==> src/rtl/bar_chart_renderer.sv <==
`default_nettype none
// ============================================================================
// Module  : bar_chart_renderer
// Purpose : Draws NUM_BARS run-time sized vertical bars with two highlights;
//           heights/highlights double-buffered and swapped at vblank start.
// Rev     : 1.0
// ============================================================================
module bar_chart_renderer #(
    parameter int          NUM_BARS = 8,
    parameter int          BAR_W    = 64,
    parameter int          BAR_GAP  = 32,
    parameter int          X0       = 32,
    parameter int          BASE_Y   = 570,
    parameter int          HW       = 9,
    parameter int          MAX_H    = 511,
    parameter logic [11:0] COL_BG   = 12'haaa,
    parameter logic [11:0] COL_BAR  = 12'hf00,
    parameter logic [11:0] COL_HL_A = 12'h0f0,
    parameter logic [11:0] COL_HL_B = 12'h00f
) (
    input  logic          pclk,
    input  logic          rst_n,
    input  logic [10:0]   hcount,
    input  logic [10:0]   vcount,
    input  logic          hsync,
    input  logic          vsync,
    input  logic          hblnk,
    input  logic          vblnk,
    input  logic          wr_en,
    input  logic [3:0]    wr_idx,
    input  logic [HW-1:0] wr_height,
    input  logic          hl_a_en,
    input  logic [3:0]    hl_a_idx,
    input  logic          hl_b_en,
    input  logic [3:0]    hl_b_idx,
    output logic          frame_start,
    output logic [3:0]    r,
    output logic [3:0]    g,
    output logic [3:0]    b,
    output logic          hs,
    output logic          vs
);

    localparam logic [10:0]   X0_V     = 11'(X0);
    localparam logic [10:0]   COL_LAST = 11'(BAR_W + BAR_GAP - 1);
    localparam logic [10:0]   BAR_END  = 11'(BAR_W - 1);
    localparam logic [10:0]   BAR_W_V  = 11'(BAR_W);
    localparam logic [3:0]    IDX_LAST = 4'(NUM_BARS - 1);
    localparam logic [4:0]    NUM_V    = 5'(NUM_BARS);
    localparam logic [HW-1:0] MAX_H_V  = HW'(MAX_H);
    localparam logic [15:0]   BASE_V   = 16'(BASE_Y);

    logic [HW-1:0] shadow_h [16];
    logic [HW-1:0] active_h [16];
    logic          hl_a_on, hl_b_on;
    logic [3:0]    hl_a_sel, hl_b_sel;
    logic          vblnk_d;
    logic          swap;

    assign swap        = vblnk & ~vblnk_d;
    assign frame_start = swap;

    // vblnk_d resets high so a reset released inside vblank waits for a fresh rising edge
    always_ff @(posedge pclk or negedge rst_n) begin
        if (!rst_n) begin
            for (int i = 0; i < 16; i++) begin
                shadow_h[i] <= '0;
                active_h[i] <= '0;
            end
            hl_a_on  <= 1'b0;
            hl_b_on  <= 1'b0;
            hl_a_sel <= '0;
            hl_b_sel <= '0;
            vblnk_d  <= 1'b1;
        end else begin
            vblnk_d <= vblnk;
            if (swap) begin
                active_h <= shadow_h;
                hl_a_on  <= hl_a_en;
                hl_a_sel <= hl_a_idx;
                hl_b_on  <= hl_b_en;
                hl_b_sel <= hl_b_idx;
            end
            if (wr_en && ({1'b0, wr_idx} < NUM_V))
                shadow_h[wr_idx] <= (wr_height > MAX_H_V) ? MAX_H_V : wr_height;
        end
    end

    logic [10:0] col_q, col_d;
    logic [3:0]  idx_q, idx_d;
    logic        run_q, run_d;
    logic        in_bar_d;

    always_comb begin
        col_d = col_q;
        idx_d = idx_q;
        run_d = 1'b0;
        if (hcount == X0_V) begin
            col_d = '0;
            idx_d = '0;
            run_d = 1'b1;
        end else if (run_q && !(idx_q == IDX_LAST && col_q == BAR_END)) begin
            run_d = 1'b1;
            if (col_q == COL_LAST) begin
                col_d = '0;
                idx_d = idx_q + 4'd1;
            end else begin
                col_d = col_q + 11'd1;
            end
        end
        in_bar_d = run_d && (col_d < BAR_W_V);
    end

    logic [3:0]  s1_idx;
    logic        s1_in_bar;
    logic [10:0] s1_vcount;
    logic        s1_blank, s1_hs, s1_vs;

    always_ff @(posedge pclk or negedge rst_n) begin
        if (!rst_n) begin
            col_q     <= '0;
            idx_q     <= '0;
            run_q     <= 1'b0;
            s1_idx    <= '0;
            s1_in_bar <= 1'b0;
            s1_vcount <= '0;
            s1_blank  <= 1'b1;
            s1_hs     <= 1'b0;
            s1_vs     <= 1'b0;
        end else begin
            col_q     <= col_d;
            idx_q     <= idx_d;
            run_q     <= run_d;
            s1_idx    <= idx_d;
            s1_in_bar <= in_bar_d;
            s1_vcount <= vcount;
            s1_blank  <= hblnk | vblnk;
            s1_hs     <= hsync;
            s1_vs     <= vsync;
        end
    end

    logic [15:0] bar_h;
    logic        v_hit;
    logic [11:0] pix;

    always_comb begin
        bar_h = 16'(active_h[s1_idx]);
        v_hit = (16'(s1_vcount) < BASE_V) && ((16'(s1_vcount) + bar_h) >= BASE_V);
        pix   = COL_BG;
        if (s1_blank) begin
            pix = 12'h000;
        end else if (s1_in_bar && v_hit) begin
            if (hl_a_on && hl_a_sel == s1_idx)
                pix = COL_HL_A;
            else if (hl_b_on && hl_b_sel == s1_idx)
                pix = COL_HL_B;
            else
                pix = COL_BAR;
        end
    end

    always_ff @(posedge pclk or negedge rst_n) begin
        if (!rst_n) begin
            r  <= '0;
            g  <= '0;
            b  <= '0;
            hs <= 1'b0;
            vs <= 1'b0;
        end else begin
            r  <= pix[11:8];
            g  <= pix[7:4];
            b  <= pix[3:0];
            hs <= s1_hs;
            vs <= s1_vs;
        end
    end

endmodule
`default_nettype wire

==> config.mk <==
export PLATFORM = sky130hd
export DESIGN_NAME = bar_chart_renderer
export DESIGN_NICKNAME = d
export VERILOG_FILES = /design/src/rtl/bar_chart_renderer.sv
export SDC_FILE = /design/constraint.sdc
export NUM_CORES = 1
export LEC_CHECK = 0
export ABC_AREA = 0
export CAP_MARGIN = 25
export CORE_ASPECT_RATIO = 2
export CORE_MARGIN = 5
export CORE_UTILIZATION = 62
export CTS_BUF_LIST = sky130_fd_sc_hd__clkbuf_8
export CTS_CLUSTER_DIAMETER = 40
export DETAILED_ROUTE_END_ITERATION = 6
export GPL_TIMING_DRIVEN = 0
export PLACE_DENSITY_LB_ADDON = 0.3
export SLEW_MARGIN = 25
export SYNTH_ARGS = -nofsm -noshare
export SYNTH_HDL_FRONTEND = slang
export SYNTH_SLANG_ARGS = --single-unit
==> constraint.sdc <==
create_clock -name pclk -period 8.7 [get_ports pclk]
set_clock_uncertainty 0.05 [all_clocks]
set_input_delay 2.175 -clock pclk [delete_from_list [all_inputs] [get_ports pclk]]
set_output_delay 2.175 -clock pclk [all_outputs]
set_load 0.05 [all_outputs]
### Word-level counts from Yosys, hierarchy flattened

Index checks and enable logic that the tools add are counted.

* register bits: 344
* logic and storage cells: 104
* output and inout port bits: 15

* muxes and demuxes: 19
* $lt $le $gt $ge: 8
* add/subtract/negate cells: 3
* equality and inequality tests: 6
* reductions and logical operators: 13
* bitwise operators: 5

Operator list (count)
* 144-bit bitwise mux: 1
* 12-bit 2-to-1 mux: 4
* 9-bit binary-select mux with 4-bit select: 1
* 9-bit demux with 4-bit select: 1
* 9-bit 2-to-1 mux: 4
* 11-bit 2-to-1 mux: 3
* 11-bit by 6-bit equality test with 1-bit output, second input constant: 2
* 11-bit by 9-bit adder with 12-bit output: 1
* 12-bit by 10-bit greater-or-equal comparator with 1-bit output, second input constant: 1
* 4-bit 2-to-1 mux: 3
* 11-bit by 1-bit adder with 11-bit output, second input constant: 1
* 11-bit by 7-bit equality test with 1-bit output, second input constant: 1
* 11-bit by 10-bit < comparator with 1-bit output, second input constant: 1
* 11-bit by 7-bit < comparator with 1-bit output, second input constant: 1
* 5-bit greater-or-equal comparator, second input constant: 2
* 4-bit NOT with 5-bit output: 2
* 9-bit > comparator, second input constant: 1
* 1-bit logical AND: 9
* 4-bit equality test: 2
* 5-bit by 1-bit < comparator with 1-bit output, second input constant: 1
* 4-bit by 1-bit adder with 4-bit output, second input constant: 1
* 4-bit by 3-bit equality test with 1-bit output, second input constant: 1
* 4-bit < comparator, second input constant: 1
* 2-bit nonzero test: 2
* other kinds (6): 7

### Depth between registers and ports, before layout

* word-level depth: 10
* depth in mapped cells: 14
* mapped depth without buffers: 12

### Worst setup path after synthesis

OpenSTA, ideal clock, no wires.

* kind: in2out
* from: input port vblnk
* to: output port frame_start
* buffers on the path: 2
* slack: 3114 ps
* data arrival time: 3361 ps
* stages: 3
* data required time: 6475 ps
* cells stage by stage: nor2b_1 -> buf_1 -> clkbuf_1

* longest elaborated chain between the ends: 1

RTL lines
* start: declaration: line 28 `input logic vblnk,`
* 1-bit bitwise AND: line 60 `assign swap = vblnk & ~vblnk_d;`
* end: declaration: line 36 `output logic frame_start,`

Every way passes these cells.

### Final worst setup path

Same ends and word-level chain as after synthesis.

==> impl_metrics.py <==
metrics = {
    "timing": {
        "tns_ns": 0,
        "relSlewSlack_pct": 40.4,
        "whs_ns": 0.297,
        "fmax_mhz": 140,
        "worst_slew_pin_slew_ns": 0.894,
        "setup-violations-final": 0,
        "min_period_ns": 7.12,
        "drv_slew": 0,
        "final.period_utilization_pct": 81.8,
        "rsz0062_at_grt": "false",
        "hold_viol_final": 0,
    },
    "setup_path": {
        "r2r_cells": 12,
        "reg2reg_slack_ns": 3.46,
        "critPathKind": "input port to output port",
        "cp.required_ns": 6.48,
        "worstPathMaxFanout": 10,
        "end_kind": "output port",
        "arrival_ns": 4.89,
        "startpoint_type": "input port",
    },
    "yosys": {
        "postSynthAreaPerCell_um2": 15.1,
        "syn_inst": 907,
        "yosysSeqAreaShare_pct": 61.8,
        "ys.flop_type": "dfrtp_1",
        "synth_edf_count": 0,
        "yosysWarnings": 0,
        "syn_area_um2": 13700,
        "synth_cell_types": 57,
        "ys_async_sr_fraction_pct": 100,
        "synth_seq_cells": 338,
        "synthesis.nets": 971,
    },
    "power_and_ir_drop": {
        "finalPower_mw": 3.57,
        "p_leak_nw": 7.25,
        "irDropWorstVdd_mv": 0.180,
        "p_per_area_nw_per_um2": 226,
    },
    "routing": {
        "drtIter0Drc": 455,
        "wirelength_um": 27700,
        "wl_per_cell_um": 20.7,
        "via_per_inst": 5.78,
        "vias": 7746,
        "drt.antenna.violating_nets": 0,
        "drt_pass1_iterations": 6,
        "drcViolationCount": 0,
    },
    "clock_network": {
        "root_buffer": "clkbuf_8",
        "cts_tree": "built",
        "clk_pin_slew_ns": 0.06,
        "h-tree-depth": 2,
        "cts.sinks": 338,
        "ctsResizeCount": 0,
        "post_cts_buffers": 0,
        "cts_buffers": 47,
        "clk_latency_ns": 0.55,
        "holdBufCountCts": 0,
        "clk_path_buf_depth": 3,
    },
    "floorplan": {
        "dieWidth_um": 115,
        "die_area_um2": 25300,
        "initial_core_util_pct": 62.3,
        "top_level_ports": 67,
        "chipHeight_um": 220,
        "rows": 77,
        "core_um2": 22000,
    },
    "cells_and_area": {
        "layout_common_cells": "dfrtp_1, mux2_2, clkbuf_1",
        "drive_above_1_share_pct": 35.1,
        "nets": 1092,
        "syn_to_final_growth_pct": 15.4,
        "mostFrequentLayoutCell": "dfrtp_1",
        "fin_area_um2": 15800,
        "final_cell_count_no_fill": 1340,
    },
    "place": {
        "portBuffers": 66,
        "globalplace.congestion": 0.831,
        "dp.cells": 1254,
        "dpl.hpwl_um": 19500,
        "dpl_cell_area_um2": 14800,
    },
    "hold_path": {
        "hold_depth": 0,
        "hp-class": "flip-flop to flip-flop",
    },
    "run": {
        "maxCapViolations": 0,
    },
    "global_route": {
        "grt-ovfl-total": 0,
        "grt_max_degree": 95,
        "grt_pass1_wl_um": 45000,
        "grt_pass1_vias": 8528,
        "grt_usage_pct": 23.4,
        "antenna_found_initial": 1,
    },
    "status": {
        "status": "finished, final reports clean",
    },
}
-- through the flow --
stage | setup slack [ns] | util, %
2_1_floorplan | 3.11 | -
3_3_place_gp | -8.36 | 66.9
3_5_place_dp | 1.60 | 67.4
4_1_cts | 1.58 | 71.8
5_1_grt | 1.44 | 71.9
6_report | 1.58 | 71.9
-- layout make-up --
class / count / area [µm²]
sequential: 338 / 8460
fill: 1480 / 6170
multi-input combinational: 450 / 4760
clock buffer: 62 / 853
timing repair buffer: 72 / 771
buffer: 110 / 443
tap: 276 / 345
clock inverter: 22 / 125
inverter: 9 / 33.8
antenna: 1 / 2.50
-- sequential cells by signal, indices dropped and copies added (netlist names), 2 cells and up --
signal	cells
col_q	11
active_h	144
s1_idx	4
g	2
b	2
s1_vcount	11
hl_a_sel	4
r	2
shadow_h	144
hl_b_sel	4
-- synthesized netlist by cell type, types with 2 or more instances --
| cell type | count | share of area, % |
|---|---|---|
| dfrtp_1 | 336 | 61 |
| mux2_2 | 225 | 19 |
| clkbuf_1 | 94 | 2.6 |
| mux4_2 | 45 | 7.4 |
| nor2_1 | 24 | 0.66 |
| nand2_1 | 23 | 0.63 |
| xor2_1 | 12 | 0.77 |
| a21oi_1 | 11 | 0.40 |
| ha_1 | 11 | 1.0 |
| inv_1 | 8 | 0.22 |
| buf_1 | 7 | 0.19 |
| nand3_1 | 7 | 0.26 |
| and3_1 | 6 | 0.27 |
| buf_4 | 6 | 0.33 |
| o21ai_0 | 6 | 0.22 |
| o21ai_1 | 6 | 0.22 |
| a31oi_1 | 5 | 0.23 |
| nand2b_1 | 5 | 0.23 |
| nor3_1 | 5 | 0.18 |
| xnor2_1 | 5 | 0.32 |
| nand4_1 | 4 | 0.18 |
| a211oi_1 | 3 | 0.16 |
| buf_2 | 3 | 0.11 |
| mux2i_1 | 3 | 0.22 |
| nor4_1 | 3 | 0.14 |
| o2111ai_1 | 3 | 0.19 |
| or3_1 | 3 | 0.14 |
| a22oi_1 | 2 | 0.11 |
| and3b_1 | 2 | 0.13 |
| dfstp_2 | 2 | 0.38 |
| nor4b_1 | 2 | 0.13 |
| o21a_1 | 2 | 0.11 |
| o21ai_2 | 2 | 0.13 |
| o22ai_1 | 2 | 0.091 |
| or4_4 | 2 | 0.16 |
-- power breakdown --
part / switching, mW / internal, mW
registers: 0.111 / 1.78
clock network: 0.570 / 0.668
logic: 0.186 / 0.260
-- worst paths after layout --
path / from / end
setup reg to reg: s1_idx[1] / r[2]
max in group asynchronous: rst_n / active_h[12]
setup / recovery: vblnk / frame_start
hold reg to reg: s1_hs / hs
hold / removal: s1_hs / hs
min in group asynchronous: rst_n / shadow_h[116]
-- routing by layer --
metal / up-vias / wire length, µm / share of wire (%) / global-route usage [%]
met2: 187 / 15300 / 55 / 41.8
met5: - / 0 / 0 / 0
met3: 78 / 1140 / 4.1 / 3.93
met4: 0 / 1490 / 5.4 / 12.8
met1: 4063 / 9800 / 35 / 26.2
li1: 3418 / - / - / -
-- critical path: stages --
cell             delay [ns]
clkdlybuf4s50_1        0.50
nor2b_1                0.22
buf_1                  0.47
clkbuf_1               0.60
clkdlybuf4s50_1        0.93
-- cell families after synthesis --
family	after synthesis	synth area share [%]
adder cells (fa/ha/maj)	12	1.15
AND/OR/NAND/NOR	97	3.81
AO/OA/AOI/OAI	51	2.52
buffers and inverters	119	3.46
XOR/XNOR	17	1.09
flip-flops	338	61.8
multiplexers	273	26.1
Note: power is estimated with default switching activity, not from simulation.
